===== src/rtl/mprj_status_monitor.sv =====
// mprj_status_monitor: synchronises and debounces the firmware status word,
// decodes per-test start/pass/fail codes, runs one small FSM per sub-test and
// raises sticky done / fail / timeout flags plus a watchdog.
// Optional feature macro: MON_STRICT_ORDER_EN (tests must start in ascending order).
module mprj_status_monitor #(
  parameter int unsigned             WIDTH          = 16,
  parameter int unsigned             NUM_TESTS      = 4,
  parameter logic [NUM_TESTS*8-1:0]  TAGS           = {8'h50, 8'h10, 8'h20, 8'h40},
  parameter logic [WIDTH-9:0]        START_HI       = (WIDTH-8)'('hA0),
  parameter logic [WIDTH-9:0]        RESULT_HI      = (WIDTH-8)'('hAB),
  parameter int unsigned             STABLE_CYCLES  = 4,
  parameter int unsigned             TIMEOUT_CYCLES = 500000
) (
  input  logic                 clock,
  input  logic                 resetb,
  input  logic [WIDTH-1:0]     status,
  output logic                 event_valid,
  output logic [3:0]           event_test,
  output logic [1:0]           event_kind,
  output logic [NUM_TESTS-1:0] pass_mask,
  output logic [NUM_TESTS-1:0] fail_mask,
  output logic                 done,
  output logic                 fail,
  output logic                 timeout
);

  typedef enum logic [1:0] {ST_IDLE, ST_RUNNING, ST_PASSED, ST_FAILED} test_state_e;

  localparam logic [1:0]  KIND_START = 2'd0;
  localparam logic [1:0]  KIND_PASS  = 2'd1;
  localparam logic [1:0]  KIND_FAIL  = 2'd2;
  localparam logic [1:0]  KIND_PERR  = 2'd3;
  localparam logic [7:0]  STABLE_MAX = 8'(STABLE_CYCLES);
  localparam logic [31:0] WD_LIMIT   = 32'(TIMEOUT_CYCLES);

  // Stability counter saturates at the acceptance threshold.
  function automatic logic [7:0] sat_inc(input logic [7:0] v);
    return (v >= STABLE_MAX) ? STABLE_MAX : v + 8'd1;
  endfunction

  logic [WIDTH-1:0]     s1_q, s2_q;
  logic [7:0]           stable_cnt_q, stable_cnt_d;
  logic                 seen_q, seen_d;
  logic                 accept, hit, is_start, is_pass, is_fail;
  logic                 recognised, frozen, code_ok, wd_clear, order_err;
  logic [3:0]           hit_idx;
  test_state_e          state_q [NUM_TESTS];
  test_state_e          state_d [NUM_TESTS];
  logic [NUM_TESTS-1:0] pass_d, fail_mask_q, fail_mask_d;
  logic                 ev_valid_q, ev_valid_d;
  logic [3:0]           ev_test_q, ev_test_d;
  logic [1:0]           ev_kind_q, ev_kind_d;
  logic [31:0]          wd_q, wd_d;
  logic                 timeout_q, timeout_d, fail_q, fail_d, done_q, done_d;

  // Debounce: restart counting whenever s2 is about to change; each stable value fires once.
  always_comb begin
    accept = (stable_cnt_q == STABLE_MAX) && !seen_q;
    if (s1_q != s2_q) begin
      stable_cnt_d = 8'd1;
      seen_d       = 1'b0;
    end else begin
      stable_cnt_d = sat_inc(stable_cnt_q);
      seen_d       = seen_q | accept;
    end
  end

  // Decode the stable word: lowest-index tag match wins, bit 0 separates pass from fail.
  always_comb begin
    hit     = 1'b0;
    hit_idx = 4'd0;
    for (int i = 0; i < NUM_TESTS; i++) begin
      if (!hit && (s2_q[7:1] == TAGS[8*i+1 +: 7])) begin
        hit     = 1'b1;
        hit_idx = 4'(i);
      end
    end
    is_start   = (s2_q[WIDTH-1:8] == START_HI)  && !s2_q[0];
    is_pass    = (s2_q[WIDTH-1:8] == RESULT_HI) &&  s2_q[0];
    is_fail    = (s2_q[WIDTH-1:8] == RESULT_HI) && !s2_q[0];
    recognised = hit && (is_start || is_pass || is_fail);
    frozen     = done_q || fail_q;
    code_ok    = accept && recognised && !frozen;
  end

  // Per-test FSM next state, event generation, sticky flags and watchdog.
  always_comb begin
    state_d     = state_q;
    fail_mask_d = fail_mask_q;
    fail_d      = fail_q;
    timeout_d   = timeout_q;
    wd_d        = wd_q;
    ev_valid_d  = 1'b0;
    ev_test_d   = 4'd0;
    ev_kind_d   = KIND_START;
    wd_clear    = code_ok;
    order_err   = 1'b0;
    for (int i = 0; i < NUM_TESTS; i++) begin
      order_err = 1'b0;
`ifdef MON_STRICT_ORDER_EN
      for (int j = 0; j < i; j++) begin
        if (state_q[j] == ST_IDLE || state_q[j] == ST_RUNNING) order_err = 1'b1;
      end
`endif
      if (code_ok && (hit_idx == 4'(i))) begin
        ev_test_d = 4'(i);
        case (state_q[i])
          ST_IDLE: begin
            ev_valid_d = 1'b1;
            if (is_start && !order_err) begin
              state_d[i] = ST_RUNNING;
              ev_kind_d  = KIND_START;
            end else begin
              state_d[i] = ST_FAILED;
              ev_kind_d  = KIND_PERR;
            end
          end
          ST_RUNNING: begin
            // A repeated start only refreshes the watchdog.
            if (is_pass) begin
              state_d[i] = ST_PASSED;
              ev_valid_d = 1'b1;
              ev_kind_d  = KIND_PASS;
            end else if (is_fail) begin
              state_d[i] = ST_FAILED;
              ev_valid_d = 1'b1;
              ev_kind_d  = KIND_FAIL;
            end
          end
          default: begin
            ev_valid_d = 1'b1;
            ev_kind_d  = KIND_PERR;
          end
        endcase
        if (ev_valid_d && (ev_kind_d == KIND_FAIL || ev_kind_d == KIND_PERR)) begin
          fail_mask_d[i] = 1'b1;
          fail_d         = 1'b1;
        end
      end
    end
    // A code accepted in the expiry cycle clears the counter and wins over the timeout.
    if (!frozen) begin
      if (wd_clear) begin
        wd_d = 32'd0;
      end else begin
        wd_d = wd_q + 32'd1;
        if ((WD_LIMIT != 32'd0) && (wd_d >= WD_LIMIT)) begin
          timeout_d = 1'b1;
          fail_d    = 1'b1;
        end
      end
    end
    for (int i = 0; i < NUM_TESTS; i++) pass_d[i] = (state_d[i] == ST_PASSED);
    done_d = done_q || ((&pass_d) && !fail_d);
  end

  // All state, including the synchroniser, clears asynchronously on resetb.
  always_ff @(posedge clock or negedge resetb) begin
    if (!resetb) begin
      s1_q         <= '0;
      s2_q         <= '0;
      stable_cnt_q <= 8'd0;
      seen_q       <= 1'b0;
      for (int i = 0; i < NUM_TESTS; i++) state_q[i] <= ST_IDLE;
      fail_mask_q  <= '0;
      ev_valid_q   <= 1'b0;
      ev_test_q    <= 4'd0;
      ev_kind_q    <= 2'd0;
      wd_q         <= 32'd0;
      timeout_q    <= 1'b0;
      fail_q       <= 1'b0;
      done_q       <= 1'b0;
    end else begin
      s1_q         <= status;
      s2_q         <= s1_q;
      stable_cnt_q <= stable_cnt_d;
      seen_q       <= seen_d;
      state_q      <= state_d;
      fail_mask_q  <= fail_mask_d;
      ev_valid_q   <= ev_valid_d;
      ev_test_q    <= ev_test_d;
      ev_kind_q    <= ev_kind_d;
      wd_q         <= wd_d;
      timeout_q    <= timeout_d;
      fail_q       <= fail_d;
      done_q       <= done_d;
    end
  end

  // Pass mask reflects the registered FSM states.
  always_comb begin
    for (int i = 0; i < NUM_TESTS; i++) pass_mask[i] = (state_q[i] == ST_PASSED);
  end

  assign event_valid = ev_valid_q;
  assign event_test  = ev_test_q;
  assign event_kind  = ev_kind_q;
  assign fail_mask   = fail_mask_q;
  assign done        = done_q;
  assign fail        = fail_q;
  assign timeout     = timeout_q;

endmodule


===== config.mk =====
export PLATFORM = sky130hd
export DESIGN_NAME = mprj_status_monitor
export DESIGN_NICKNAME = d
export VERILOG_FILES = /design/src/rtl/mprj_status_monitor.sv
export SDC_FILE = /design/constraint.sdc
export NUM_CORES = 1
export LEC_CHECK = 0
export BUFFER_PORTS_ARGS = -buffer_cell sky130_fd_sc_hd__buf_4
export CAP_MARGIN = 20
export CORE_MARGIN = 5
export CORE_UTILIZATION = 38
export DETAILED_ROUTE_END_ITERATION = 12
export REMOVE_ABC_BUFFERS = 1
export SETUP_SLACK_MARGIN = 0.4
export SLEW_MARGIN = 10
export SYNTH_ARGS = -nofsm -noshare
export SYNTH_HDL_FRONTEND = slang
export SYNTH_SLANG_ARGS = --single-unit

===== constraint.sdc =====
create_clock -name clock -period 2.4 [get_ports clock]
set_input_delay 0.48 -clock clock [delete_from_list [all_inputs] [get_ports clock]]
set_output_delay 0.48 -clock clock [all_outputs]
set_load 0.02 [all_outputs]

==> results.yml, run 1 <==
pwr:
  combPwrFrac_pct: 4.2
  swShare_pct: 24.35
  seq_power_share_pct: 51.4
  p_leak_nw: 3.170
  p_per_area_mw_per_mm2: 440.6
  clkPwrFrac_pct: 44.4
  p_int_w: 0.002384
  switchingPower_w: 0.0007676
  power_w: 0.003152
  irDropWorstVdd_mv: 0.2984
routing:
  vias_per_cell: 5.557
  vias: 4407
  first_pass_iters: 5
  drt_iter0_drc: 303
  drc: 0
  finalWirelength_um: 14430
  drtAntennaViolNets: 0
  routedWlPerCell_um: 18.20
sta:
  worst_slack_ns: -0.4201
  period_share_pct: 117.5
  tightest_slew_ns: 0.7386
  final.setup_skew_ns: 0.006228
  rsz0062_at_grt: "yes"
  maxClockFrequency_mhz: 354.6
  max_slew_margin_pct: 50.66
  maxSlewViolCount: 0
  final.min_clock_period_ns: 2.820
  setup_viol: 34
  hold_viol_final: 0
die:
  core_area_mm2: 0.01196
  die_w_um: 120.4
  rows: 40
  io_pins: 36
  chipHeight_um: 120.4
  initial_core_util_pct: 38.70
  die_area_mm2: 0.01449
logic_synthesis:
  synth_area_leader_cell: "dfrtp_1"
  yosys.area.top_type_share_pct: 50.27
  syn_avg_cell_area_um2: 9.605
  synth_flop_cell: "dfrtp_1"
  ys_top_cells_by_area: "dfrtp_1 50%, o21ai_0 6.1%, nand2_1 4.2%"
  ys_ff_latch: 93
  synthArstFlopShare_pct: 100.0
  synth_cell_types: 58
  netlist_area_mm2: 0.004629
  synth-edff-count: 0
  yosysWarnings: 0
  ys_seq_area_share_pct: 50.27
  synth_cells: 482
clock_network:
  clock-sinks: 93
  clock_path_buffers: 2
  root_buffer: "clkbuf_16"
  htree_num_levels: 3
  clk_latency_ns: 0.35
  clk_pin_slew_worst_paths_ns: 0.07
  tritoncts: "yes"
  numCtsBuffers: 9
placed_design:
  io_buffers: 33
  place.gp.congestion: 0.9063
  dp_hpwl_um: 8328
  dpl.cell_count: 728
worst_setup_path:
  arrival_ns: 3.11
  crit_path_start: "s2_q[11]"
  rrSetupSlack_ns: -0.42
  end_kind: "register"
  crit_type: "reg2reg"
  rr_startpoint: "s2_q[11]"
  crit_end: "done"
  crit_fanout: 3
  r2r_end: "done"
  critPathLaunchType: "register"
  rr_worst_depth: 9
  cp.required_ns: 2.69
min_path:
  hp-class: "in2async"
cells_and_area:
  synthToLayoutAreaGrowth_pct: 54.51
  final_cell_mix: "128 x buf_4, 91 x dfrtp_1, 46 x nand2_1, 30 x buf_6, 27 x o21ai_1"
  fill_cells: 933
  drive_gt1_share_pct: 46.28
  nNetsFinal: 663
  mostFrequentLayoutCell: "buf_4"
  antenna_cells: 0
  stdcell_count: 793
global_routing:
  grt_antenna_before_repair: 0
  grt.overflow.total: 0
  track_usage_pct: 18.70
  grt_pass1_wl_um: 21690
  grt_max_degree: 46
  grt_pass1_vias: 4356
status:
  outcome: "finished with violations"
  violations: "negative setup slack"
run:
  maxCapViolCount: 0
cells by family (layout without fill, tap and decap cells):
kind of cell,Yosys count,after routing,share of synthesized area [%]
adder cells (fa/ha/maj),4,4,1.081
AND/OR/NAND/NOR,198,199,22.84
other,1,7,0.08100
multiplexers,8,8,1.892
AO/OA/AOI/OAI,122,122,16.62
XOR/XNOR,23,23,4.351
buffers and inverters,33,190,2.864
flip-flops,93,93,50.27
synth_stat cells (all sizes together), types with 5 or more instances:
library cell   n
a211oi         5
a21oi         12
a31oi          9
and2           9
and3          15
and4           9
clkbuf        24
dfrtp         93
inv            6
mux2           6
nand2         52
nand3         19
nand4         17
nor2          31
nor2b          8
nor3          12
nor4           5
o21ai         56
o21bai         6
o31ai         13
or2            6
xnor2         22
area by class of cell:
type                       instances  area [um^2]  share of cell area, %
clock buffer                      10        229.0                  3.201
timing repair buffer             168         1521                  21.27
tap                              147        183.9                  2.571
inverter                           6        22.52                 0.3149
clock inverter                     6        52.55                 0.7347
multi-input combinational        363         2814                  39.34
sequential                        93         2330                  32.57
worst min path at each step:
| stage | from | to | slack, ns | depth (start not counted) |
|---|---|---|---|---|
| 2_1_floorplan | resetb | done | 0.18 | 0 |
| 3_3_place_gp | s1_q[6] | s2_q[6] | 0.38 | 0 |
| 5_1_grt | resetb | wd_q[26] | 0.07 | 1 |
| 3_5_place_dp | s1_q[6] | s2_q[6] | 0.39 | 0 |
| 6_report | resetb | wd_q[25] | 0.04 | 1 |
| 4_1_cts | resetb | wd_q[26] | 0.05 | 1 |
power by group through the flow:
stage                     Sequential (W)  Clock (W)  Combinational (W)
after global routing             0.00162    0.00150           0.000149
after CTS                        0.00162    0.00142           0.000134
after global placement           0.00165          0           0.000125
after detailed placement         0.00165          0           0.000128
after floorplan                  0.00165          0          0.0000405
final                            0.00162    0.00140           0.000133
metal layers:
metal  GRT usage, %  share of wire, %  wire length [um]
met1          24.74                43              6175
met3          2.993               5.6               805
met2          30.42                49              7075
met4          8.144               2.6               379
met5              0                 0                 0
critical path, stage by stage (launching register included):
cell and delay (ns):
dfrtp_1 0.39, or4_4 0.56, buf_6 0.14, a211oi_4 0.22, and3_4 0.24, nand4b_1 0.14
nor2_1 0.19, mux2_4 0.33, o41ai_2 0.35, and2_1 0.19
flip-flops by register name, summed over array words and instances (netlist names), 2 cells and up:
register / flops
event_test: 2
state_q: 8
s2_q: 16
s1_q: 16
wd_q: 32
fail_mask: 4
stable_cnt_q: 8
event_kind: 2
through the flow:
step	area [um^2]	utilization [%]	hold slack [ns]	setup WS [ns]	setup TNS (ns)
5_1_grt	7153	59.80	0.06533	-0.5089	-6.615
6_report	7153	59.80	0.04492	-0.4201	-3.172
3_3_place_gp	5664	47.35	0.3845	-0.2449	-0.5521
2_1_floorplan	4542	-	0.1844	-0.2463	-0.4766
3_5_place_dp	5664	47.35	0.3898	-0.3003	-0.7863
4_1_cts	6531	54.60	0.04844	-0.2859	-0.6429
timing repair:
item                       4_1_cts  5_1_grt
gates cloned                     1        5
buffers inserted                30       13
setup endpoints to repair       52       52
resized for setup               97      111
hold buffers                     0        0
pin swaps                       37       52
Note: power is estimated with default switching activity, not from simulation.
==> inputs of run 2 (changes only) <==
--- a/config.mk
+++ b/config.mk
@@ -6,10 +6,10 @@
 export NUM_CORES = 1
 export LEC_CHECK = 0
 export BUFFER_PORTS_ARGS = -buffer_cell sky130_fd_sc_hd__buf_4
-export CAP_MARGIN = 20
 export CORE_MARGIN = 5
-export CORE_UTILIZATION = 38
+export CORE_UTILIZATION = 25
 export DETAILED_ROUTE_END_ITERATION = 12
+export GPL_ROUTABILITY_DRIVEN = 0
 export REMOVE_ABC_BUFFERS = 1
 export SETUP_SLACK_MARGIN = 0.4
 export SLEW_MARGIN = 10
==> results.yml, run 2 (synthesis gave the netlist of run 1 again) <==
cells_and_area:
  nNetsFinal: 632
  regArea_mm2: 0.002327
  top_register: "wd_q"
  synthToLayoutAreaGrowth_pct: 42.14
  final_cell_mix: "121 x buf_4, 93 x dfrtp_1, 51 x nand2_1, 28 x o21ai_0"
  design_area_mm2: 0.006580
  largest_reg_flops: 32
  mostFrequentLayoutCell: "buf_4"
  stdcell_count: 844
  multi_input_area_mm2: 0.002479
  largestRegisters: "wd_q x32, s1_q x16, s2_q x16"
  drive_gt1_share_pct: 36.91
  antenna_cells: 0
  fill_cells: 1775
routing:
  drc: 0
  drt_iter0_drc: 212
  drtAntennaViolNets: 0
  routedWlPerCell_um: 15.14
  first_pass_iters: 7
  vias_per_cell: 4.982
  finalWirelength_um: 12780
  vias: 4205
worst_setup_path:
  critPathLaunchType: "register"
  arrival_ns: 2.96
  critical_path.max_stage_delay_ns: 0.58
  slowest_stage: "or4_4"
  cp.required_ns: 2.69
  cp_cell_sequence: "or4_4 -> a211oi_4 -> and3_4 -> buf_6 -> nand4_1 -> o21bai_1 -> nand3_2 -> o41ai_2 -> and2_1"
  crit_fanout: 4
  end_kind: "register"
  crit_type: "reg2reg"
placed_design:
  placed_area_mm2: 0.005779
  post-place-ws_ns: -0.3450
  dp_hpwl_um: 8628
  dpl.cell_count: 810
  io_buffers: 33
pwr:
  swShare_pct: 24.93
  switchingPower_w: 0.0007970
  combPwrFrac_pct: 4.1
  p_per_area_mw_per_mm2: 485.9
  p_leak_nw: 2.877
  p_int_w: 0.002401
  irDropWorstVdd_mv: 0.2422
  clkPwrFrac_pct: 45.1
  seq_power_share_pct: 50.7
  power_w: 0.003198
global_routing:
  track_usage_pct: 11.75
  grt_antenna_before_repair: 0
  grt_pass1_wl_um: 20870
  grt.overflow.total: 0
  grt_pass1_vias: 4203
  grt_max_degree: 59
clock_network:
  clk_pin_slew_worst_paths_ns: 0.08
  htree_num_levels: 3
  root_buffer: "clkbuf_16"
  numCtsBuffers: 9
  clk_latency_ns: 0.36
  tritoncts: "yes"
  clock-sinks: 93
  clock_path_buffers: 2
sta:
  setup_viol: 8
  final.min_clock_period_ns: 2.670
  tightest_slew_ns: 0.6774
  maxClockFrequency_mhz: 374.5
  worst_slack_ns: -0.2699
  tns_ns: -0.5554
  hold_viol_final: 0
  maxSlewViolCount: 0
  rsz0062_at_grt: "yes"
  max_slew_margin_pct: 54.74
  final.setup_skew_ns: 0.01124
  period_share_pct: 111.2
run:
  maxCapViolCount: 0
die:
  die_w_um: 146.1
  core_area_mm2: 0.01809
  die_area_mm2: 0.02134
  rows: 49
  initial_core_util_pct: 25.60
  chipHeight_um: 146.1
  io_pins: 36
status:
  outcome: "finished with violations"
  violations: "negative setup slack"
min_path:
  hp-class: "in2async"
-- run 2: cell types whose count changed in the layout (fill, tap and decap cells not counted), moves of 4 or more --
cell | before | now
nand2_1 | 46 | 51
nor2_4 | 10 | 6
nand2_2 | 6 | 1
o21ai_0 | 8 | 28
buf_6 | 30 | 11
o21ai_1 | 27 | 19
buf_4 | 128 | 121
o21ai_2 | 19 | 8
o31ai_1 | 6 | 11
o31ai_4 | 5 | 0
-- run 2: final timing paths --
| kind | cells after the start | slack [ns] | startpoint | end |
|---|---|---|---|---|
| worst max register to register | 9 | -0.27 | s2_q[0] | done |
| worst min-delay path | 1 | 0.08 | resetb | wd_q[30] |
| min in group clock | 1 | 0.23 | status[4] | s1_q[4] |
| worst max-delay path | 9 | -0.27 | s2_q[0] | done |
| max in group asynchronous | 2 | 1.64 | resetb | s1_q[14] |
| worst min register to register | 0 | 0.40 | s1_q[5] | s2_q[5] |
-- run 2: final cells by class --
class	count	share of cell area, %
inverter	6	0.3423
clock buffer	9	3.423
sequential	93	35.37
multi-input combinational	362	37.67
tap	229	4.354
clock inverter	7	1.217
timing repair buffer	138	17.63
-- run 2: metal layers --
layer | track usage (%) | part of all wire (%)
met3 | 2.882 | 5.5
met2 | 19.24 | 49
met1 | 14.81 | 44
met5 | 0 | 0
met4 | 5.127 | 2.1
-- run 2: critical path: cells and delay by family (launching register included) --
kind / cells / cell delay, ns
buffers and inverters: 1 / 0.11
flip-flops: 1 / 0.38
AND/OR/NAND/NOR: 5 / 1.26
AO/OA/AOI/OAI: 3 / 0.85
-- run 2: power groups by stage --
stage	clock, W	sequential (W)	combinational (W)
after floorplan	0	0.00165	0.0000405
after global placement	0	0.00165	0.000128
after detailed placement	0	0.00165	0.000131
after CTS	0.00149	0.00162	0.000132
after global routing	0.00156	0.00163	0.000149
final	0.00144	0.00162	0.000133
-- run 2: through the flow --
| stage | utilization (%) | hold WS (ns) |
|---|---|---|
| 4_1_cts | 34.79 | 0.09672 |
| 5_1_grt | 36.38 | 0.1208 |
| 2_1_floorplan | - | 0.1844 |
| 6_report | 36.38 | 0.08013 |
| 3_5_place_dp | 31.95 | 0.3873 |
| 3_3_place_gp | 31.95 | 0.3841 |
-- run 2: timing repair --
action	CTS	global route
setup endpoints to repair	52	52
buffers inserted	6	11
pin swaps	19	42
gates resized for setup	48	59
gates cloned	1	0
hold buffers	0	0
==> inputs of run 3 (changes only) <==
--- a/config.mk
+++ b/config.mk
@@ -5,7 +5,9 @@
 export SDC_FILE = /design/constraint.sdc
 export NUM_CORES = 1
 export LEC_CHECK = 0
+export ABC_AREA = 1
 export BUFFER_PORTS_ARGS = -buffer_cell sky130_fd_sc_hd__buf_4
+export CAP_MARGIN = 20
 export CORE_MARGIN = 5
 export CORE_UTILIZATION = 25
 export DETAILED_ROUTE_END_ITERATION = 12
==> results.yml, run 3 <==
clock_network:
  numCtsBuffers: 9
  htree_num_levels: 3
  root_buffer: "clkbuf_16"
  tritoncts: "yes"
  cts-hold-fix-buffers: 0
  clk_pin_slew_worst_paths_ns: 0.07
  clock-sinks: 93
  clk_latency_ns: 0.35
  clock_path_buffers: 2
routing:
  drtAntennaViolNets: 0
  routedWlPerCell_um: 12.64
  drc: 0
  vias: 4242
  finalWirelength_um: 11940
  first_pass_iters: 5
  drt_iter0_drc: 262
  vias_per_cell: 4.489
logic_synthesis:
  ys_top_cells_by_area: "dfrtp_1 49%, nand2_1 13%, nor2_1 6.9%"
  synth_fa_ha_area_share_pct: 1.057
  syn_avg_cell_area_um2: 7.753
  yosys.area.top_type_share_pct: 49.13
  yosysWarnings: 0
  synthXorXnorAreaFrac_pct: 4.622
  synthArstFlopShare_pct: 100.0
  synth_area_leader_cell: "dfrtp_1"
  synth_mux_area_share_pct: 0
  ys_seq_area_share_pct: 49.13
  netlist_area_mm2: 0.004737
  synth-edff-count: 0
  synth_top_family_by_area: "simple AND/OR/NAND/NOR gates"
  synth-simple-area-share_pct: 31.35
  synth_cell_types: 31
  synth-compound-area-share_pct: 6.181
  yosysMostFrequentCell: "nand2_1"
  synth_flop_cell: "dfrtp_1"
  ys_ff_latch: 93
  synth_common_cells: "162 x nand2_1, 93 x dfrtp_1, 87 x nor2_1"
  synth_cells: 611
global_routing:
  use_met1_pct: 15.05
  track_usage_pct: 11.01
  grt.overflow.total: 0
  busiest_layer: "met2"
  grt_antenna_before_repair: 0
  met2_usage_pct: 17.05
  globalRouteMet3Util_pct: 2.452
  grt_pass1_wl_um: 19530
  grt_max_degree: 55
  grt_pass1_vias: 4039
sta:
  period_share_pct: 83.19
  final.min_clock_period_ns: 1.997
  finalHoldWorstSlack_ns: 0.1720
  final.setup_skew_ns: 0.008425
  max_slew_margin_pct: 53.13
  maxSlewViolCount: 0
  tightest_slew_ns: 0.7031
  setup_viol: 0
  rsz0062_at_grt: "yes"
  hold_viol_final: 0
  maxClockFrequency_mhz: 500.9
worst_setup_path:
  critPathTopFamily: "simple AND/OR/NAND/NOR gates"
  critPathLaunchType: "register"
  cp.required_ns: 2.69
  rr_worst_depth: 14
  rr_startpoint: "s2_q[15]"
  crit_fanout: 5
  cp_cell_sequence: "nand2_2 -> nor3_4 -> nand2_2 -> nand2_2 -> nand2_2 -> nor2_4 -> nand3_2 -> nand2_1 -> nand2_1 -> nor2_2 -> nand2_1 -> nor2_2 -> nand4_1 -> nand2_1"
  crit_type: "reg2reg"
  critical_path.max_stage_delay_ns: 0.36
  slowest_stage: "dfrtp_1"
  rrSetupSlack_ns: 0.40
  end_kind: "register"
  crit_buf_inv: 0
  r2r_end: "done"
  arrival_ns: 2.29
cells_and_area:
  antenna_cells: 0
  final_cell_mix: "148 x nand2_1, 85 x dfrtp_1, 79 x buf_4, 77 x inv_1, 62 x nor2_1"
  largest_reg_flops: 32
  stdcell_count: 945
  mostFrequentLayoutCell: "nand2_1"
  nNetsFinal: 728
  regArea_mm2: 0.002337
  synthToLayoutAreaGrowth_pct: 34.52
  largestRegisters: "wd_q x32, s1_q x16, s2_q x16"
  utilization_pct: 34.07
  top_register: "wd_q"
  fill_cells: 1899
  multi_input_area_mm2: 0.002371
  drive_gt1_share_pct: 26.58
  design_area_mm2: 0.006372
die:
  initial_core_util_pct: 25.32
  die_area_mm2: 0.02180
  die_w_um: 147.7
  chipHeight_um: 147.7
  rows: 50
  core_area_mm2: 0.01871
  io_pins: 36
pwr:
  irDropWorstVdd_mv: 0.3433
  power_w: 0.003427
  p_per_area_mw_per_mm2: 537.8
  p_leak_nw: 2.969
placed_design:
  dpl.cell_count: 893
  placed_area_mm2: 0.005390
  dp_hpwl_um: 8542
  io_buffers: 33
status:
  outcome: "complete, no violations"
run:
  maxCapViolCount: 0
min_path:
  hp-class: "in2async"
run 3: cell type report:
| cell class | instances | area share (%) |
|---|---|---|
| clock buffer | 9 | 3.534 |
| clock inverter | 7 | 2.042 |
| inverter | 85 | 5.046 |
| multi-input combinational | 431 | 37.21 |
| sequential | 93 | 36.68 |
| tap | 234 | 4.595 |
| timing repair buffer | 86 | 10.90 |
run 3: worst max path at each step:
stage               endpoint  cells past startpoint             from
global placement        done                     12         s2_q[12]
finish                  done                     14         s2_q[15]
global route            done                     12         s2_q[15]
detailed placement      done                     12         s2_q[12]
floorplan               done                     10             fail
CTS                     done                     16  stable_cnt_q[1]
run 3: repair_timing:
action                                  CTS  global route
endpoints found under the setup margin   26            26
setup buffers                            18            17
gates resized for setup                  24            77
gates cloned                              0             1
pin swaps                                21            26
run 3: where the power goes:
group          total, W  internal, W  switching [W]
clock           0.00169      0.00104       0.000653
sequential      0.00162      0.00160      0.0000229
combinational  0.000115    0.0000504      0.0000641
total           0.00343      0.00269       0.000740
run 3: cells by family after synthesis:
| group | after synthesis |
|---|---|
| simple gates | 344 |
| buf+inv | 93 |
| flops | 93 |
| compound gates | 51 |
| xor+xnor | 25 |
| fa+ha+maj | 4 |
| other cells | 1 |
run 3: metrics by stage:
stage / setup TNS, ns / setup slack (ns)
3_3_place_gp: 0 / 0.2228
5_1_grt: 0 / 0.1343
3_5_place_dp: 0 / 0.1937
4_1_cts: 0 / 0.3821
6_report: 0 / 0.4034
2_1_floorplan: -13.56 / -0.5640
run 3: metal layers:
metal | share of wire [%] | wire length, um
met1 | 48 | 5679
met2 | 46 | 5536
met5 | 0 | 0
met3 | 3.8 | 456
met4 | 2.3 | 270
